<file path="src/rtl/srlc_fifo_pkg.sv">
// rtl/srlc_fifo_pkg.sv - shared constants and sizing helpers for the SRL-based FIFO
package srlc_fifo_pkg;

  localparam int unsigned DEF_DATA_WIDTH = 8;
  localparam int unsigned DEF_ADDR_WIDTH = 5;
  localparam int unsigned DEPTH          = 2 ** DEF_ADDR_WIDTH;
  localparam int unsigned LEVEL_W        = DEF_ADDR_WIDTH + 1;

  function automatic int unsigned fifo_depth(input int unsigned addr_width);
    return 2 ** addr_width;
  endfunction

endpackage

</file>
<file path="src/rtl/srl_storage.sv">
// rtl/srl_storage.sv - bank of addressable shift-register lanes, one lane per data bit
module srl_storage
  import srlc_fifo_pkg::*;
#(
  parameter int unsigned DATA_WIDTH = DEF_DATA_WIDTH,
  parameter int unsigned ADDR_WIDTH = DEF_ADDR_WIDTH
) (
  input  logic                  clk,
  input  logic                  wr_en,
  input  logic [DATA_WIDTH-1:0] wr_data,
  input  logic [ADDR_WIDTH-1:0] addr,
  output logic [DATA_WIDTH-1:0] rd_data
);

  localparam int unsigned L_DEPTH = fifo_depth(ADDR_WIDTH);

  // No reset on the lanes so each one can map onto a single SRL primitive.
  for (genvar g = 0; g < DATA_WIDTH; g++) begin : g_lane
    logic [L_DEPTH-1:0] r_sr;

    always_ff @(posedge clk) begin
      if (wr_en) begin
        r_sr <= {r_sr[L_DEPTH-2:0], wr_data[g]};
      end
    end

    assign rd_data[g] = r_sr[addr];
  end

endmodule

</file>
<file path="src/rtl/srlc_fifo.sv">
// rtl/srlc_fifo.sv - shallow elastic FIFO on SRL storage with a registered output stage
module srlc_fifo
  import srlc_fifo_pkg::*;
#(
  parameter int unsigned DATA_WIDTH = DEF_DATA_WIDTH,
  parameter int unsigned ADDR_WIDTH = DEF_ADDR_WIDTH
) (
  input  logic                  clk,
  input  logic                  rst_n,
  input  logic                  flush,
  input  logic                  s_valid,
  output logic                  s_ready,
  input  logic [DATA_WIDTH-1:0] s_data,
  output logic                  m_valid,
  input  logic                  m_ready,
  output logic [DATA_WIDTH-1:0] m_data,
  output logic [ADDR_WIDTH:0]   level,
  output logic                  full,
  output logic                  empty
);

  localparam int unsigned         L_DEPTH = fifo_depth(ADDR_WIDTH);
  localparam logic [ADDR_WIDTH:0] C_DEPTH = (ADDR_WIDTH + 1)'(L_DEPTH);
  localparam logic [ADDR_WIDTH:0] C_FULL  = C_DEPTH + (ADDR_WIDTH + 1)'(1);

  logic [ADDR_WIDTH:0]   r_count;
  logic                  r_m_valid;
  logic [DATA_WIDTH-1:0] r_m_data;

  logic                  w_s_ready;
  logic                  w_push;
  logic                  w_out_free;
  logic                  w_load;
  logic [ADDR_WIDTH-1:0] w_addr;
  logic [DATA_WIDTH-1:0] w_tap;
  logic [ADDR_WIDTH:0]   w_level;

  assign w_s_ready  = (r_count < C_DEPTH);
  assign w_push     = s_valid && w_s_ready;
  assign w_out_free = !r_m_valid || m_ready;
  assign w_load     = w_out_free && (r_count != '0);
  // Oldest word sits at tap count-1; the value at count==0 is never used.
  assign w_addr     = r_count[ADDR_WIDTH-1:0] - ADDR_WIDTH'(1);

  srl_storage #(
    .DATA_WIDTH (DATA_WIDTH),
    .ADDR_WIDTH (ADDR_WIDTH)
  ) u_storage (
    .clk     (clk),
    .wr_en   (w_push),
    .wr_data (s_data),
    .addr    (w_addr),
    .rd_data (w_tap)
  );

  always_ff @(posedge clk or negedge rst_n) begin
    if (!rst_n) begin
      r_count   <= '0;
      r_m_valid <= 1'b0;
      r_m_data  <= '0;
    end else if (flush) begin
      r_count   <= '0;
      r_m_valid <= 1'b0;
    end else begin
      case ({w_push, w_load})
        2'b10:   r_count <= r_count + (ADDR_WIDTH + 1)'(1);
        2'b01:   r_count <= r_count - (ADDR_WIDTH + 1)'(1);
        default: r_count <= r_count;
      endcase
      if (w_load) begin
        r_m_data  <= w_tap;
        r_m_valid <= 1'b1;
      end else if (w_out_free) begin
        r_m_valid <= 1'b0;
      end
    end
  end

  assign w_level = r_count + (ADDR_WIDTH + 1)'(r_m_valid);

  assign s_ready = w_s_ready;
  assign m_valid = r_m_valid;
  assign m_data  = r_m_data;
  assign level   = w_level;
  assign full    = (w_level == C_FULL);
  assign empty   = (w_level == '0);

  a_no_overflow: assert property (@(posedge clk) disable iff (!rst_n)
    !(w_push && (r_count == C_DEPTH)));
  a_no_underflow: assert property (@(posedge clk) disable iff (!rst_n)
    !(w_load && (r_count == '0)));

endmodule

</file>
<file path="config.mk">
export PLATFORM = sky130hd
export DESIGN_NAME = srlc_fifo
export DESIGN_NICKNAME = d
export VERILOG_FILES = /design/src/rtl/srlc_fifo_pkg.sv /design/src/rtl/srl_storage.sv /design/src/rtl/srlc_fifo.sv
export SDC_FILE = /design/constraint.sdc
export NUM_CORES = 1
export LEC_CHECK = 0
export BUFFER_PORTS_ARGS = -buffer_cell sky130_fd_sc_hd__buf_2
export CORE_MARGIN = 2
export CORE_UTILIZATION = 50
export DETAILED_ROUTE_END_ITERATION = 7
export MAX_ROUTING_LAYER = met4
export PLACE_DENSITY_LB_ADDON = 0.1
export SYNTH_ARGS = -nofsm -noshare
export SYNTH_HDL_FRONTEND = slang
export SYNTH_SLANG_ARGS = --single-unit
</file>
<file path="constraint.sdc">
create_clock -name clk -period 10.3 [get_ports clk]
set_clock_uncertainty 0.2 [all_clocks]
set_input_delay 0 -clock clk [delete_from_list [all_inputs] [get_ports clk]]
set_output_delay 0 -clock clk [all_outputs]
set_load 0.02 [all_outputs]
</file>
# --- Word-level counts from Yosys, hierarchy flattened ---
# Index checks and enable logic that the tools add are counted.
classes:
  magnitude_cmp: 2
  bitwise: 1
  eq_ne: 3
  mux: 21
  reduce_logical: 9
  add_sub_neg: 4
ops:
  columns: ["cell", "n"]
  rows:
  - ["binary-select mux 1 bit (select 5 bit)", 8]
  - ["case mux 6 bit (2 select lines)", 1]
  - ["2-to-1 mux 1 bit", 11]
  - ["adder 6 x 1 -> 6 bit", 1]
  - ["adder 6 x 1 -> 6 bit, second input constant", 1]
  - ["equality test 6 bit, second input constant", 1]
  - ["zero test 6 bit", 1]
  - ["less-than comparator 5 x 6 -> 1 bit, second input constant", 1]
  - ["less-than comparator 6 bit, second input constant", 1]
  - ["2-to-1 mux 6 bit", 1]
  - ["nonzero test 3 bit", 2]
  - ["nonzero test 6 bit", 1]
  - ["subtractor 6 x 1 -> 6 bit, second input constant", 1]
  - ["subtractor 5 x 1 -> 5 bit, second input constant", 1]
  - ["equality test 2 x 1 -> 1 bit, second input constant", 1]
  - ["equality test 2 bit, second input constant", 1]
  - ["logical AND 1 bit", 2]
  - ["AND reduction 2 bit", 1]
  - ["zero test 1 bit", 1]
  - ["logical OR 1 bit", 1]
  - ["NOT 1 bit", 1]
totals:
  regBits: 271
  inputBits: 13
  out_inout_bits: 18
  word_cells: 51

# --- Longest topological paths before layout ---
logic_depth:
  depth_word: 6
  mapped_depth: 14
  ltp_nobuf: 11

# --- Modules after synthesis ---
# From an unflattened synthesis, not the netlist that was laid out.
unflattened:
  cells_unflattened: 471
  area_unflattened_um2: 10790.3
by_module_without_submodules:
  columns: ["mod", "n_inst", "area_per_inst_um2", "cells_per_inst", "seq_area_each_um2"]
  rows:
  - ["srl_storage", 1, 9681.8, 363, 7687.4]
  - ["srlc_fifo", 1, 1108.6, 108, 375.4]

# --- Worst setup path before layout ---
# OpenSTA, ideal clock, no wires.
synth_timing:
  path_type: "register to register"
  startpoint: "register r_count[5]"
  endpoint: "register r_count[4]"
  setup_slack_ns: 2.285
  synth_period_minus_slack_ns: 8.015
  path_stages_with_launch: 12
  t_arrival_ns: 7.737
  setup_time_ns: 0.078
  n_path_buf: 1
  cell_sequence: "dfrtp_1 > buf_4 > nand2b_1 > inv_1 > a211oi_1 > xnor2_1 > ha_1 > inv_1 > o21ai_0 > and3_1 > or3_1 > a21oi_1"
synth_via:
  elab_chain_cells: 5
  elab_cells_between_ends: 9
synth_rtl:
  columns: ["item", "line_no", "text"]
  rows:
  - ["start, declared", "srlc_fifo.sv:26", "logic [ADDR_WIDTH:0] r_count;"]
  - ["start signal, assigned", "srlc_fifo.sv:66", "2'b10: r_count <= r_count + (ADDR_WIDTH + 1)'(1);"]
  - ["start signal, assigned", "srlc_fifo.sv:67", "2'b01: r_count <= r_count - (ADDR_WIDTH + 1)'(1);"]
  - ["start signal, assigned", "srlc_fifo.sv:68", "default: r_count <= r_count;"]
  - ["less-than comparator 6 bit (*)", "srlc_fifo.sv:38", "assign w_s_ready = (r_count < C_DEPTH);"]
  - ["logical AND 1 bit (*)", "srlc_fifo.sv:39", "assign w_push = s_valid && w_s_ready;"]
  - ["via u_storage.wr_en", "srl_storage.sv:9", "input logic wr_en,"]
  - ["equality test 2 x 1 -> 1 bit / equality test 2 bit (equally long branches)", "srlc_fifo.sv:65", "case ({w_push, w_load})"]
  - ["case mux 6 bit (2 select lines)", "srlc_fifo.sv:65", null]
  - ["2-to-1 mux 6 bit", "srlc_fifo.sv:61", "end else if (flush) begin"]
# The timed path passes the listed nets; every way through them passes the cells marked *.
# A chain may end at the register's enable or synchronous reset.

# --- Worst setup path in the final report ---
layout_timing:
  startpoint: "register r_count[0]"
  endpoint: "register r_m_data[7], in the netlist m_data[7]"
layout_via:
  elab_chain_cells: 3
  elab_cells_between_ends: 6
layout_rtl:
  columns: ["item", "line_no", "text"]
  rows:
  - ["subtractor 5 x 1 -> 5 bit / nonzero test 6 bit (equally long branches)", "srlc_fifo.sv:43, srlc_fifo.sv:41", null]
  - ["binary-select mux 1 bit (select 5 bit) / logical AND 1 bit (equally long branches)", "srl_storage.sv:27, srlc_fifo.sv:41", null]
  - ["2-to-1 mux 1 bit (implied by the code) / AND reduction 2 bit (equally long branches)", null, null]
  - ["end signal, assigned", "srlc_fifo.sv:71", "r_m_data <= w_tap;"]
  - ["end, declared", "srlc_fifo.sv:28", "logic [DATA_WIDTH-1:0] r_m_data;"]
# Parallel ways exist; a longest one is shown, timed or not. The select of a mux whose other input is x is not followed.

==> results_dict.tcl <==
set metrics [dict create \
    yosysSeqAreaShare 0.718 \
    cts_tree "built" \
    grt_antenna_before_repair 0 \
    hold_viol_final 0 \
    fp-row-count 54 \
    hpwlAfterDp_um 11900 \
    cts_buffer_depth 3 \
    cts_setup_buffers 0 \
    maxSlewViolCount 0 \
    routedWlPerCell_um 20.5 \
    peakVddDrop_uv 179 \
    arrival_ns 4.95 \
    tns_ns 0 \
    rsz0062_at_grt "no" \
    cts.sinks 271 \
    track_usage 0.184 \
    maxCapViolations 0 \
    grt_use_met1 0.269 \
    post_drt_via_cell_ratio 5.85 \
    drtAntennaViolNets 0 \
    yosysWarnings 0 \
    tightest_slew_ns 1.15 \
    yosys_register_bits 271 \
    startpoint_type "register" \
    num_vias 6030 \
    final_area_sq_um 12700 \
    drt_pass1_iterations 5 \
    cts_buffers 29 \
    cp.required_ns 10.53 \
    mappedNetlistArea_sq_um 11200 \
    p_leak_nw 4.45 \
    p_per_area_nw_per_um2 333 \
    nFillCells 1687 \
    gp_congestion 0.810 \
    fin_crit_ns 4.72 \
    syn_nets 698 \
    io_pins 31 \
    clk_pin_slew_worst_paths_ns 0.06 \
    syn_to_final_growth_pct 13.1 \
    synth.avg_cell_area_sq_um 16.5 \
    antenna_cells 0 \
    root_buffer "clkbuf_16" \
    final.period_utilization 0.458 \
    hold_class "in2reg" \
    grt_use_met2 0.276 \
    core_sq_um 22000 \
    syn_inst 681 \
    ys_types 54 \
    crit_type "reg2reg" \
    port_buffers 30 \
    status "completed" \
    end_kind "register" \
    top_usage_layer "met2" \
    die_x_um 154 \
    grt_pass1_vias 6122 \
    clock_latency_ns 0.54 \
    grt_max_degree 119 \
    drc 0 \
    gr-total-overflow 0 \
    max_freq_mhz 212 \
    met3_usage 0.0282 \
    slew_headroom 0.232 \
    fp.dieH_um 154 \
    dr.first_iter.drc_count 466 \
    start_util 0.511 \
    cp_max_fo 67 \
    setup_violations 0 \
    h-tree-depth 1 \
    placed_cell_area_sq_um 11600 \
    grt_pass1_wl_um 33800 \
    layout-drive-gt1-share 0.137 \
    wirelength_um 21100 \
    dieArea_sq_um 23700 \
    num-nets-final 746 \
]
synth_stat cells (all sizes together):
cell | n | share of area
clkbuf | 15 | 0.0050
or2 | 1 | 0.00056
nor2 | 11 | 0.0043
o41ai | 8 | 0.012
o21ai | 6 | 0.0030
nor2b | 1 | 0.00056
mux4 | 2 | 0.0040
nor4b | 2 | 0.0029
and3 | 3 | 0.0017
o32ai | 2 | 0.0022
a32oi | 1 | 0.00078
a22oi | 33 | 0.022
xor2 | 2 | 0.0022
ha | 4 | 0.0045
nor3b | 1 | 0.00067
a32o | 1 | 0.00089
buf | 27 | 0.016
o211ai | 2 | 0.0013
nor3 | 3 | 0.0013
o31ai | 1 | 0.00067
nand2 | 15 | 0.0057
or4b | 1 | 0.00089
a21o | 1 | 0.00067
a21oi | 15 | 0.0070
a211oi | 1 | 0.00067
or3 | 2 | 0.0011
edfxtp | 256 | 0.68
xnor2 | 9 | 0.0087
mux2i | 124 | 0.11
and2 | 1 | 0.00056
nand2b | 3 | 0.0017
a31oi | 3 | 0.0017
nand4 | 15 | 0.0084
o21a | 2 | 0.0013
dfrtp | 15 | 0.033
inv | 8 | 0.0027
a21boi | 8 | 0.0054
a22o | 7 | 0.0055
nand3 | 66 | 0.029
o22ai | 3 | 0.0029
worst max-delay path, cell delays in order (launching register included):
cell     delay (ns)
dfrtp_1        0.32
buf_4          0.44
inv_2          0.42
ha_4           1.16
buf_4          0.92
mux2i_1        0.21
nand3_1        0.13
nand4_1        0.13
a22o_1         0.26
o41ai_2        0.32
cells in the final DEF, fill, tap and decap left out, types with 3 or more instances in the layout:
cell and count:
nand2_1 14, clkbuf_1 9, clkinv_1 4, o21ai_0 5
dfrtp_1 15, a21boi_1 6, a31oi_1 3, nor2_1 7
edfxtp_1 256, nor2_2 4, clkbuf_8 3, clkbuf_16 29
a22o_1 7, and3_1 3, buf_4 6, buf_2 30
inv_1 4, a21oi_1 14, o41ai_2 8, inv_2 3
dlygate4sd3_1 23, clkinv_2 4, mux2i_1 124, xnor2_1 8
nor3_1 3, ha_1 3, nand3_1 66, a22oi_1 33
nand4_1 15, nand2b_1 3
report_power, final:
part	switching (mW)	total (mW)	internal (mW)	leakage (nW)
Sequential	0.180	1.82	1.64	2.67
Combinational	0.873	1.41	0.540	1.33
Clock	0.404	0.991	0.587	0.444
Total	1.46	4.23	2.77	4.45
final timing paths:
| check | start | to | slack (ns) | cells past startpoint |
|---|---|---|---|---|
| worst max-delay path | r_count[0] | m_data[7] | 5.58 | 9 |
| worst min-delay path | flush | r_count[3] | 0.07 | 3 |
| worst max register to register | r_count[0] | m_data[7] | 5.58 | 9 |
| worst min register to register | u_storage.g_lane[5].r_sr[15] | u_storage.g_lane[5].r_sr[16] | 0.24 | 0 |
| max in group asynchronous | rst_n | m_data[5] | 8.89 | 3 |
| min in group asynchronous | rst_n | r_count[5] | 0.45 | 3 |
kinds of logic after synthesis:
family                   synth area share
AO/OA/AOI/OAI                      0.0677
XOR/XNOR                           0.0109
adder cells (fa/ha/maj)           0.00446
buffers and inverters              0.0242
flip-flops                          0.718
multiplexers                        0.115
AND/OR/NAND/NOR                    0.0598
sequential cells by signal, summed over array words and instances (netlist names):
register,cells
m_data,8
r_count,6
m_valid,1
u_storage.g_lane.r_sr,256
area by class of cell:
| cell class | instances | area (sq um) | area share |
|---|---|---|---|
| clock buffers | 41 | 801 | 0.0631 |
| clock inverters | 11 | 104 | 0.00818 |
| inverters | 8 | 37.5 | 0.00296 |
| multi-input cells | 360 | 2910 | 0.229 |
| flip-flops and latches | 271 | 8060 | 0.635 |
| well taps | 280 | 350 | 0.0276 |
| repair buffers | 59 | 425 | 0.0335 |
repair_timing:
| action | CTS | global route |
|---|---|---|
| gates resized for setup | 0 | 0 |
| hold buffers | 23 | 0 |
| endpoints found under the hold margin | 30 | 0 |
stage by stage:
| step | worst slack, ns | utilization | total power [mW] | cells | hold WS (ns) |
|---|---|---|---|---|---|
| 4_1_cts | 5.56 | 0.578 | 4.27 | 1030 | 0.0521 |
| 6_report | 5.58 | 0.578 | 4.23 | 1030 | 0.0716 |
| 5_1_grt | 5.22 | 0.578 | 4.47 | 1030 | 0.0720 |
| 2_1_floorplan | 2.29 | - | 2.92 | 681 | -0.496 |
| 3_3_place_gp | 5.63 | 0.526 | 3.21 | 955 | -0.214 |
| 3_5_place_dp | 5.58 | 0.526 | 3.25 | 955 | -0.226 |
routing by layer:
layer | up-vias | wire [um]
met2 | 115 | 9490
met4 | 0 | 437
met1 | 3074 | 10300
met3 | 34 | 819
met5 | - | 0
li1 | 2807 | -
(Power assumes the default switching activity.)
